### src/rtl/rvfi_trace_gen.sv
// rtl/rvfi_trace_gen.sv - RVFI trace producer merging issue operands with retirement results
//
// Purpose: buffers per-instruction issue data (pc, insn, source register
// addresses and operand values) in order, then merges the oldest entry with
// the writeback/memory results when it retires. One registered RVFI packet
// is emitted per retired instruction, tagged with a 64-bit order counter.
//
// Ports:
//   g_clk, g_resetn            clock, asynchronous active-low reset
//   iss_*                      issue side: iss_valid pushes one entry
//   ret_*                      retire side: ret_valid pops the oldest entry
//   flush                      discard all entries not retired this cycle
//   rvfi_*                     registered trace packet, valid one cycle after ret_valid
//   err_overflow/underflow     sticky protocol errors (push when full / pop when empty)
module rvfi_trace_gen #(
  parameter int XLEN  = 32,
  parameter int DEPTH = 4
) (
  input  logic              g_clk,
  input  logic              g_resetn,
  input  logic              iss_valid,
  input  logic [XLEN-1:0]   iss_pc,
  input  logic [31:0]       iss_insn,
  input  logic [4:0]        iss_rs1_addr,
  input  logic [4:0]        iss_rs2_addr,
  input  logic [4:0]        iss_rs3_addr,
  input  logic [XLEN-1:0]   iss_rs1_rdata,
  input  logic [XLEN-1:0]   iss_rs2_rdata,
  input  logic [XLEN-1:0]   iss_rs3_rdata,
  input  logic              ret_valid,
  input  logic              ret_trap,
  input  logic              ret_intr,
  input  logic [4:0]        ret_rd_addr,
  input  logic [XLEN-1:0]   ret_rd_wdata,
  input  logic [XLEN-1:0]   ret_pc_wdata,
  input  logic [XLEN-1:0]   ret_mem_addr,
  input  logic [XLEN-1:0]   ret_mem_wdata,
  input  logic [XLEN-1:0]   ret_mem_rdata,
  input  logic [XLEN/8-1:0] ret_mem_rmask,
  input  logic [XLEN/8-1:0] ret_mem_wmask,
  input  logic              flush,
  output logic              rvfi_valid,
  output logic [63:0]       rvfi_order,
  output logic [31:0]       rvfi_insn,
  output logic              rvfi_trap,
  output logic              rvfi_intr,
  output logic              rvfi_halt,
  output logic [4:0]        rvfi_rs1_addr,
  output logic [4:0]        rvfi_rs2_addr,
  output logic [4:0]        rvfi_rs3_addr,
  output logic [4:0]        rvfi_rd_addr,
  output logic [XLEN-1:0]   rvfi_rs1_rdata,
  output logic [XLEN-1:0]   rvfi_rs2_rdata,
  output logic [XLEN-1:0]   rvfi_rs3_rdata,
  output logic [XLEN-1:0]   rvfi_rd_wdata,
  output logic [XLEN-1:0]   rvfi_pc_rdata,
  output logic [XLEN-1:0]   rvfi_pc_wdata,
  output logic [XLEN-1:0]   rvfi_mem_addr,
  output logic [XLEN-1:0]   rvfi_mem_wdata,
  output logic [XLEN-1:0]   rvfi_mem_rdata,
  output logic [XLEN/8-1:0] rvfi_mem_rmask,
  output logic [XLEN/8-1:0] rvfi_mem_wmask,
  output logic              err_overflow,
  output logic              err_underflow
);

  localparam int          AW       = $clog2(DEPTH);
  localparam logic [AW:0] FULL_CNT = (AW+1)'(DEPTH);

  // Entry storage; contents need no reset because count gates every read.
  logic [XLEN-1:0] buf_pc    [DEPTH];
  logic [31:0]     buf_insn  [DEPTH];
  logic [4:0]      buf_rs1_a [DEPTH];
  logic [4:0]      buf_rs2_a [DEPTH];
  logic [4:0]      buf_rs3_a [DEPTH];
  logic [XLEN-1:0] buf_rs1_d [DEPTH];
  logic [XLEN-1:0] buf_rs2_d [DEPTH];
  logic [XLEN-1:0] buf_rs3_d [DEPTH];

  logic [AW-1:0] rd_ptr, wr_ptr, rd_ptr_nxt, wr_ptr_nxt;
  logic [AW:0]   count, count_after, count_nxt;
  logic          do_pop, do_push, underflow_evt, overflow_evt;
  logic [63:0]   order_cnt;

  // Event ordering within a cycle: retire pops the head, flush then empties
  // what is left, and only then is the issue considered. That makes a flush
  // cycle's issue (the redirect target) always fit.
  always_comb begin
    do_pop        = ret_valid && (count != '0);
    underflow_evt = ret_valid && (count == '0);
    count_after   = flush ? '0 : (count - (AW+1)'(do_pop));
    do_push       = iss_valid && (count_after != FULL_CNT);
    overflow_evt  = iss_valid && !do_push;
    rd_ptr_nxt    = flush ? wr_ptr : (rd_ptr + AW'(do_pop));
    wr_ptr_nxt    = wr_ptr + AW'(do_push);
    count_nxt     = count_after + (AW+1)'(do_push);
  end

  always_ff @(posedge g_clk or negedge g_resetn) begin
    if (!g_resetn) begin
      rd_ptr <= '0;
      wr_ptr <= '0;
      count  <= '0;
    end else begin
      rd_ptr <= rd_ptr_nxt;
      wr_ptr <= wr_ptr_nxt;
      count  <= count_nxt;
    end
  end

  // When full with a simultaneous pop, wr_ptr == rd_ptr; the packet register
  // samples the old head before this write lands, so no bypass is needed.
  always_ff @(posedge g_clk) begin
    if (do_push) begin
      buf_pc[wr_ptr]    <= iss_pc;
      buf_insn[wr_ptr]  <= iss_insn;
      buf_rs1_a[wr_ptr] <= iss_rs1_addr;
      buf_rs2_a[wr_ptr] <= iss_rs2_addr;
      buf_rs3_a[wr_ptr] <= iss_rs3_addr;
      buf_rs1_d[wr_ptr] <= iss_rs1_rdata;
      buf_rs2_d[wr_ptr] <= iss_rs2_rdata;
      buf_rs3_d[wr_ptr] <= iss_rs3_rdata;
    end
  end

  always_ff @(posedge g_clk or negedge g_resetn) begin
    if (!g_resetn) begin
      rvfi_valid     <= 1'b0;
      rvfi_order     <= '0;
      order_cnt      <= '0;
      rvfi_insn      <= '0;
      rvfi_trap      <= 1'b0;
      rvfi_intr      <= 1'b0;
      rvfi_rs1_addr  <= '0;
      rvfi_rs2_addr  <= '0;
      rvfi_rs3_addr  <= '0;
      rvfi_rd_addr   <= '0;
      rvfi_rs1_rdata <= '0;
      rvfi_rs2_rdata <= '0;
      rvfi_rs3_rdata <= '0;
      rvfi_rd_wdata  <= '0;
      rvfi_pc_rdata  <= '0;
      rvfi_pc_wdata  <= '0;
      rvfi_mem_addr  <= '0;
      rvfi_mem_wdata <= '0;
      rvfi_mem_rdata <= '0;
      rvfi_mem_rmask <= '0;
      rvfi_mem_wmask <= '0;
      err_overflow   <= 1'b0;
      err_underflow  <= 1'b0;
    end else begin
      rvfi_valid <= do_pop;
      if (do_pop) begin
        // order_cnt is the index the next packet will carry.
        rvfi_order     <= order_cnt;
        order_cnt      <= order_cnt + 64'd1;
        rvfi_insn      <= buf_insn[rd_ptr];
        rvfi_pc_rdata  <= buf_pc[rd_ptr];
        rvfi_rs1_addr  <= buf_rs1_a[rd_ptr];
        rvfi_rs2_addr  <= buf_rs2_a[rd_ptr];
        rvfi_rs3_addr  <= buf_rs3_a[rd_ptr];
        rvfi_rs1_rdata <= buf_rs1_d[rd_ptr];
        rvfi_rs2_rdata <= buf_rs2_d[rd_ptr];
        rvfi_rs3_rdata <= buf_rs3_d[rd_ptr];
        rvfi_trap      <= ret_trap;
        rvfi_intr      <= ret_intr;
        rvfi_rd_addr   <= ret_rd_addr;
        // x0 is never written architecturally.
        rvfi_rd_wdata  <= (ret_rd_addr == 5'd0) ? '0 : ret_rd_wdata;
        rvfi_pc_wdata  <= ret_pc_wdata;
        rvfi_mem_addr  <= ret_mem_addr;
        rvfi_mem_wdata <= ret_mem_wdata;
        rvfi_mem_rdata <= ret_mem_rdata;
        rvfi_mem_rmask <= ret_mem_rmask;
        rvfi_mem_wmask <= ret_mem_wmask;
      end
      if (overflow_evt)  err_overflow  <= 1'b1;
      if (underflow_evt) err_underflow <= 1'b1;
    end
  end

  assign rvfi_halt = 1'b0;

endmodule

### config.mk
export PLATFORM = sky130hd
export DESIGN_NAME = rvfi_trace_gen
export DESIGN_NICKNAME = d
export VERILOG_FILES = /design/src/rtl/rvfi_trace_gen.sv
export SDC_FILE = /design/constraint.sdc
export NUM_CORES = 1
export LEC_CHECK = 0
export BUFFER_PORTS_ARGS = -buffer_cell sky130_fd_sc_hd__buf_4
export CAP_MARGIN = 20
export CORE_ASPECT_RATIO = 2
export CORE_MARGIN = 1
export CORE_UTILIZATION = 31
export DETAILED_ROUTE_END_ITERATION = 8
export GPL_TIMING_DRIVEN = 1
export SKIP_LAST_GASP = 1
export SLEW_MARGIN = 20
export SYNTH_ARGS = -nofsm -noshare
export SYNTH_HDL_FRONTEND = slang
export SYNTH_SLANG_ARGS = --single-unit
### constraint.sdc
create_clock -name g_clk -period 21.3 [get_ports g_clk]
set_clock_uncertainty 0.15 [all_clocks]
set_input_delay 3.195 -clock g_clk [delete_from_list [all_inputs] [get_ports g_clk]]
set_output_delay 3.195 -clock g_clk [all_outputs]
set_load 0.01 [all_outputs]
==> metrics.yaml <==
worst_setup_path:
  cp_max_fo: 99
  crit_path_frequent_cell: "buf_4"
  critPathBufInv: 6
  rr_worst_depth: 13
  critPathTopFamily: "buffers and inverters"
  critPathKind: "primary input to flip-flop"
  rr_startpoint: "count[2]"
  crit_slowest_cell: "buf_4"
  arrival_ns: 7.98
  endpoint: "buf_rs2_d[3][9]"
  cpPeakStageDelay_ns: 0.76
  cp.required_ns: 21.44
  cp.depth: 14
  cp-end-kind: "flip-flop"
  reg2reg_slack_ns: 15.47
  critPathLaunch: "ret_valid"
  crit_path_start_kind: "primary input"
  path_cells: "buf_4 > o31ai_4 > inv_8 > ha_1 > ha_1 > xnor2_1 > nor2_1 > and3_1 > nand2b_1 > inv_1 > and3_4 > buf_4 > buf_4 > buf_4"
  rr_endpoint: "buf_rs2_d[3][9]"
status:
  status: "completed"
routing:
  wl_met2_mm: 63.4
  drt-initial-drc-count: 1397
  via_per_inst: 4.53
  drt_wl_total_mm: 120
  routed.top_layer: "met5"
  ant_nets: 0
  drc: 0
  drt-pass1-iter-count: 5
  vias: 25700
  met3_length_mm: 8.88
  drt-met1-wl_mm: 42.6
  wl_per_cell_microns: 21.3
clocking:
  cts_resized: 0
  max-clock-path-buffers: 3
  numCtsBuffers: 106
  clock_sinks: 1188
  post_cts_buffers: 0
  htree_levels: 3
  insertion_delay_ns: 0.69
  cts_hold_buf: 0
  cts_tree: "built"
  clkTransAtPathRegs_ns: 0.06
  clockRootBuffer: "clkbuf_16"
sta:
  finalCritPeriodShare_pct: 36.8
  period_needed_ns: 7.85
  finalSetupViolations: 0
  grt_setup_unrepaired: "false"
  tightest_slew_ns: 1.20
  finalHoldViolations: 0
  finalWorstSetupSlack_ns: 13.45
  timing.slew.headroom_pct: 19.9
  slew_viol_final: 0
  setup_tns_ns: 0
  fmax_mhz: 127
floorplanning:
  coreArea_sq_mm: 0.141
  ios: 773
  die_h_microns: 534
  start_util_pct: 31.2
  rows: 195
  die-area_sq_mm: 0.143
  dieWidth_microns: 268
logic_synthesis:
  ys.flop_type: "edfxtp_1"
  ys_warn_count: 0
  syn_avg_cell_area_sq_um: 15.1
  ys_ff_latch: 1188
  syn-instance-count: 2915
  synth_edf_count: 700
  synth_sequential_area_ratio_pct: 75.7
  async_reset_ff_share_pct: 41.1
  netlist_area_sq_mm: 0.0439
  syn_nets: 3275
  synth.distinct_cells: 40
layout:
  drive_gt1_share_pct: 31.5
  fillers: 13100
  final_area_sq_mm: 0.0557
  syn2layout_area_growth_pct: 26.8
  layout.nets: 4053
place:
  dp_hpwl_mm: 81.3
  portBuffers: 771
  dp_slack_ns: 12.61
  place_congestion: 0.778
  placed_area_sq_mm: 0.0518
global_routing:
  grt_max_degree: 132
  grtUsageTotal_pct: 16.5
  grt_pass1_vias: 26500
  grt_remaining_overflow: 0
  grt_antenna_before_repair: 22
  grt_pass1_wl_mm: 174
power_and_ir_drop:
  p_clk_share_pct: 26.6
  p_leak_nw: 23.6
  combPwrFrac_pct: 29.1
  p_switching_mw: 2.46
  intPower_mw: 5.27
  power_mw: 7.73
  ir_worst_vdd_mv: 0.0942
  netSwitchingFraction_pct: 31.8
  pwr-share-seq_pct: 44.3
  powerDensity_mw_per_mm2: 139
worst_hold_path:
  min_from: "order_cnt[63]"
  min_path_type: "flip-flop to flip-flop"
job:
  maxCapViolCount: 0
-- worst register-to-register path, stage by stage (launching register included) --
cell	delay, ns
dfrtp_1	0.45
o31ai_4	0.39
inv_8	0.24
ha_1	0.31
ha_1	0.19
xnor2_1	0.13
nor2_1	0.08
and3_1	0.19
nand2b_1	0.24
inv_1	0.12
and3_4	0.61
buf_4	0.82
buf_4	0.68
buf_4	0.81
-- Yosys cell counts, types with 6 or more instances --
master	n	area share, %
nand3_1	25	0.28
inv_1	11	0.094
xnor2_1	29	0.58
nand4_1	13	0.19
nor2_1	28	0.24
nand2_1	1165	10
a22o_1	32	0.64
xor2_1	39	0.78
edfxtp_1	700	48
nor3_1	25	0.28
buf_1	15	0.13
clkbuf_1	91	0.78
buf_2	27	0.31
dfrtp_1	488	28
o21ai_0	9	0.10
mux4_2	175	9.0
and3_1	6	0.086
-- power groups by stage --
stage	combinational (mW)	sequential, mW	clock (mW)
finish	2.25	3.42	2.06
global route	2.45	3.49	2.20
CTS	2.32	3.43	2.12
detailed placement	2.31	3.47	0
global placement	2.30	3.45	0
floorplan	1.08	3.63	0
-- kinds of logic (layout without fill, tap and decap cells) --
| group | count (synthesis) | after routing | synth area share [%] |
|---|---|---|---|
| flip-flops | 1188 | 1188 | 75.7 |
| buffers and inverters | 146 | 1016 | 1.33 |
| XOR/XNOR | 68 | 68 | 1.36 |
| multiplexers | 176 | 176 | 9.00 |
| other | 1 | 11 | 0.00854 |
| AO/OA/AOI/OAI | 46 | 46 | 0.855 |
| AND/OR/NAND/NOR | 1285 | 1285 | 11.6 |
| adder cells (fa/ha/maj) | 5 | 5 | 0.142 |
-- layout by cell type (no fill, tap or decap), types with 13 or more instances in the layout --
cell       Yosys  routed
xor2_1        39      39
edfxtp_1     700     700
buf_4          1     799
nand4_1       13      13
clkinv_2       0      23
a22o_1        32      32
nor2_1        28      28
mux4_2       175     175
clkbuf_16      0     109
dfrtp_1      488     486
nand3_1       25      25
xnor2_1       29      29
nor3_1        25      24
clkbuf_8       0      22
nand2_1     1165    1165
-- worst min path at each step --
stage	end	slack, ns	depth (start not counted)
floorplan	order_cnt[63]	0.29	1
global placement	rvfi_mem_rdata[5]	0.31	2
detailed placement	order_cnt[63]	0.31	1
CTS	order_cnt[63]	0.32	1
global route	rvfi_order[56]	0.34	2
finish	order_cnt[63]	0.32	1
-- per-layer routing --
layer / vias up / track usage (%)
li1: 11800 / -
met1: 12900 / 17.4
met2: 813 / 29.8
met3: 208 / 4.61
met4: 22 / 7.64
met5: - / 0
-- registers in the layout (all words and copies together), names as in the netlist, 5 cells and up --
register        flops
buf_rs3_a          20
rvfi_pc_wdata      32
rvfi_insn          32
buf_rs3_d         128
rvfi_rd_addr        5
buf_rs2_d         128
rvfi_rs2_rdata     32
rvfi_mem_addr      32
buf_rs1_d         128
rvfi_mem_wdata     32
buf_rs1_a          20
rvfi_mem_rdata     32
buf_insn          128
rvfi_rs2_addr       5
rvfi_rs1_rdata     32
order_cnt          64
rvfi_rd_wdata      32
rvfi_rs1_addr       5
buf_rs2_a          20
rvfi_pc_rdata      32
rvfi_rs3_rdata     32
buf_pc            128
rvfi_order         64
rvfi_rs3_addr       5
-- stage by stage --
| step | std cells | utilization (%) | hold WS, ns |
|---|---|---|---|
| 4_1_cts | 5656 | 39.5 | 0.320 |
| 5_1_grt | 5660 | 39.5 | 0.338 |
| 2_1_floorplan | 2915 | - | 0.291 |
| 6_report | 5666 | 39.5 | 0.316 |
| 3_5_place_dp | 5456 | 36.8 | 0.312 |
| 3_3_place_gp | 5456 | 36.8 | 0.309 |
-- layout make-up --
type / count / area, sq um / share of cell area, %
multi-input cells: 1581 / 10100 / 18.2
clock inverters: 59 / 721 / 1.29
diodes: 10 / 25.0 / 0.0450
repair buffers: 804 / 6090 / 10.9
well taps: 1871 / 2340 / 4.21
inverters: 12 / 52.6 / 0.0944
flip-flops and latches: 1188 / 33200 / 59.7
clock buffers: 141 / 3070 / 5.52
No activity file was read; power rests on OpenSTA's default activity.
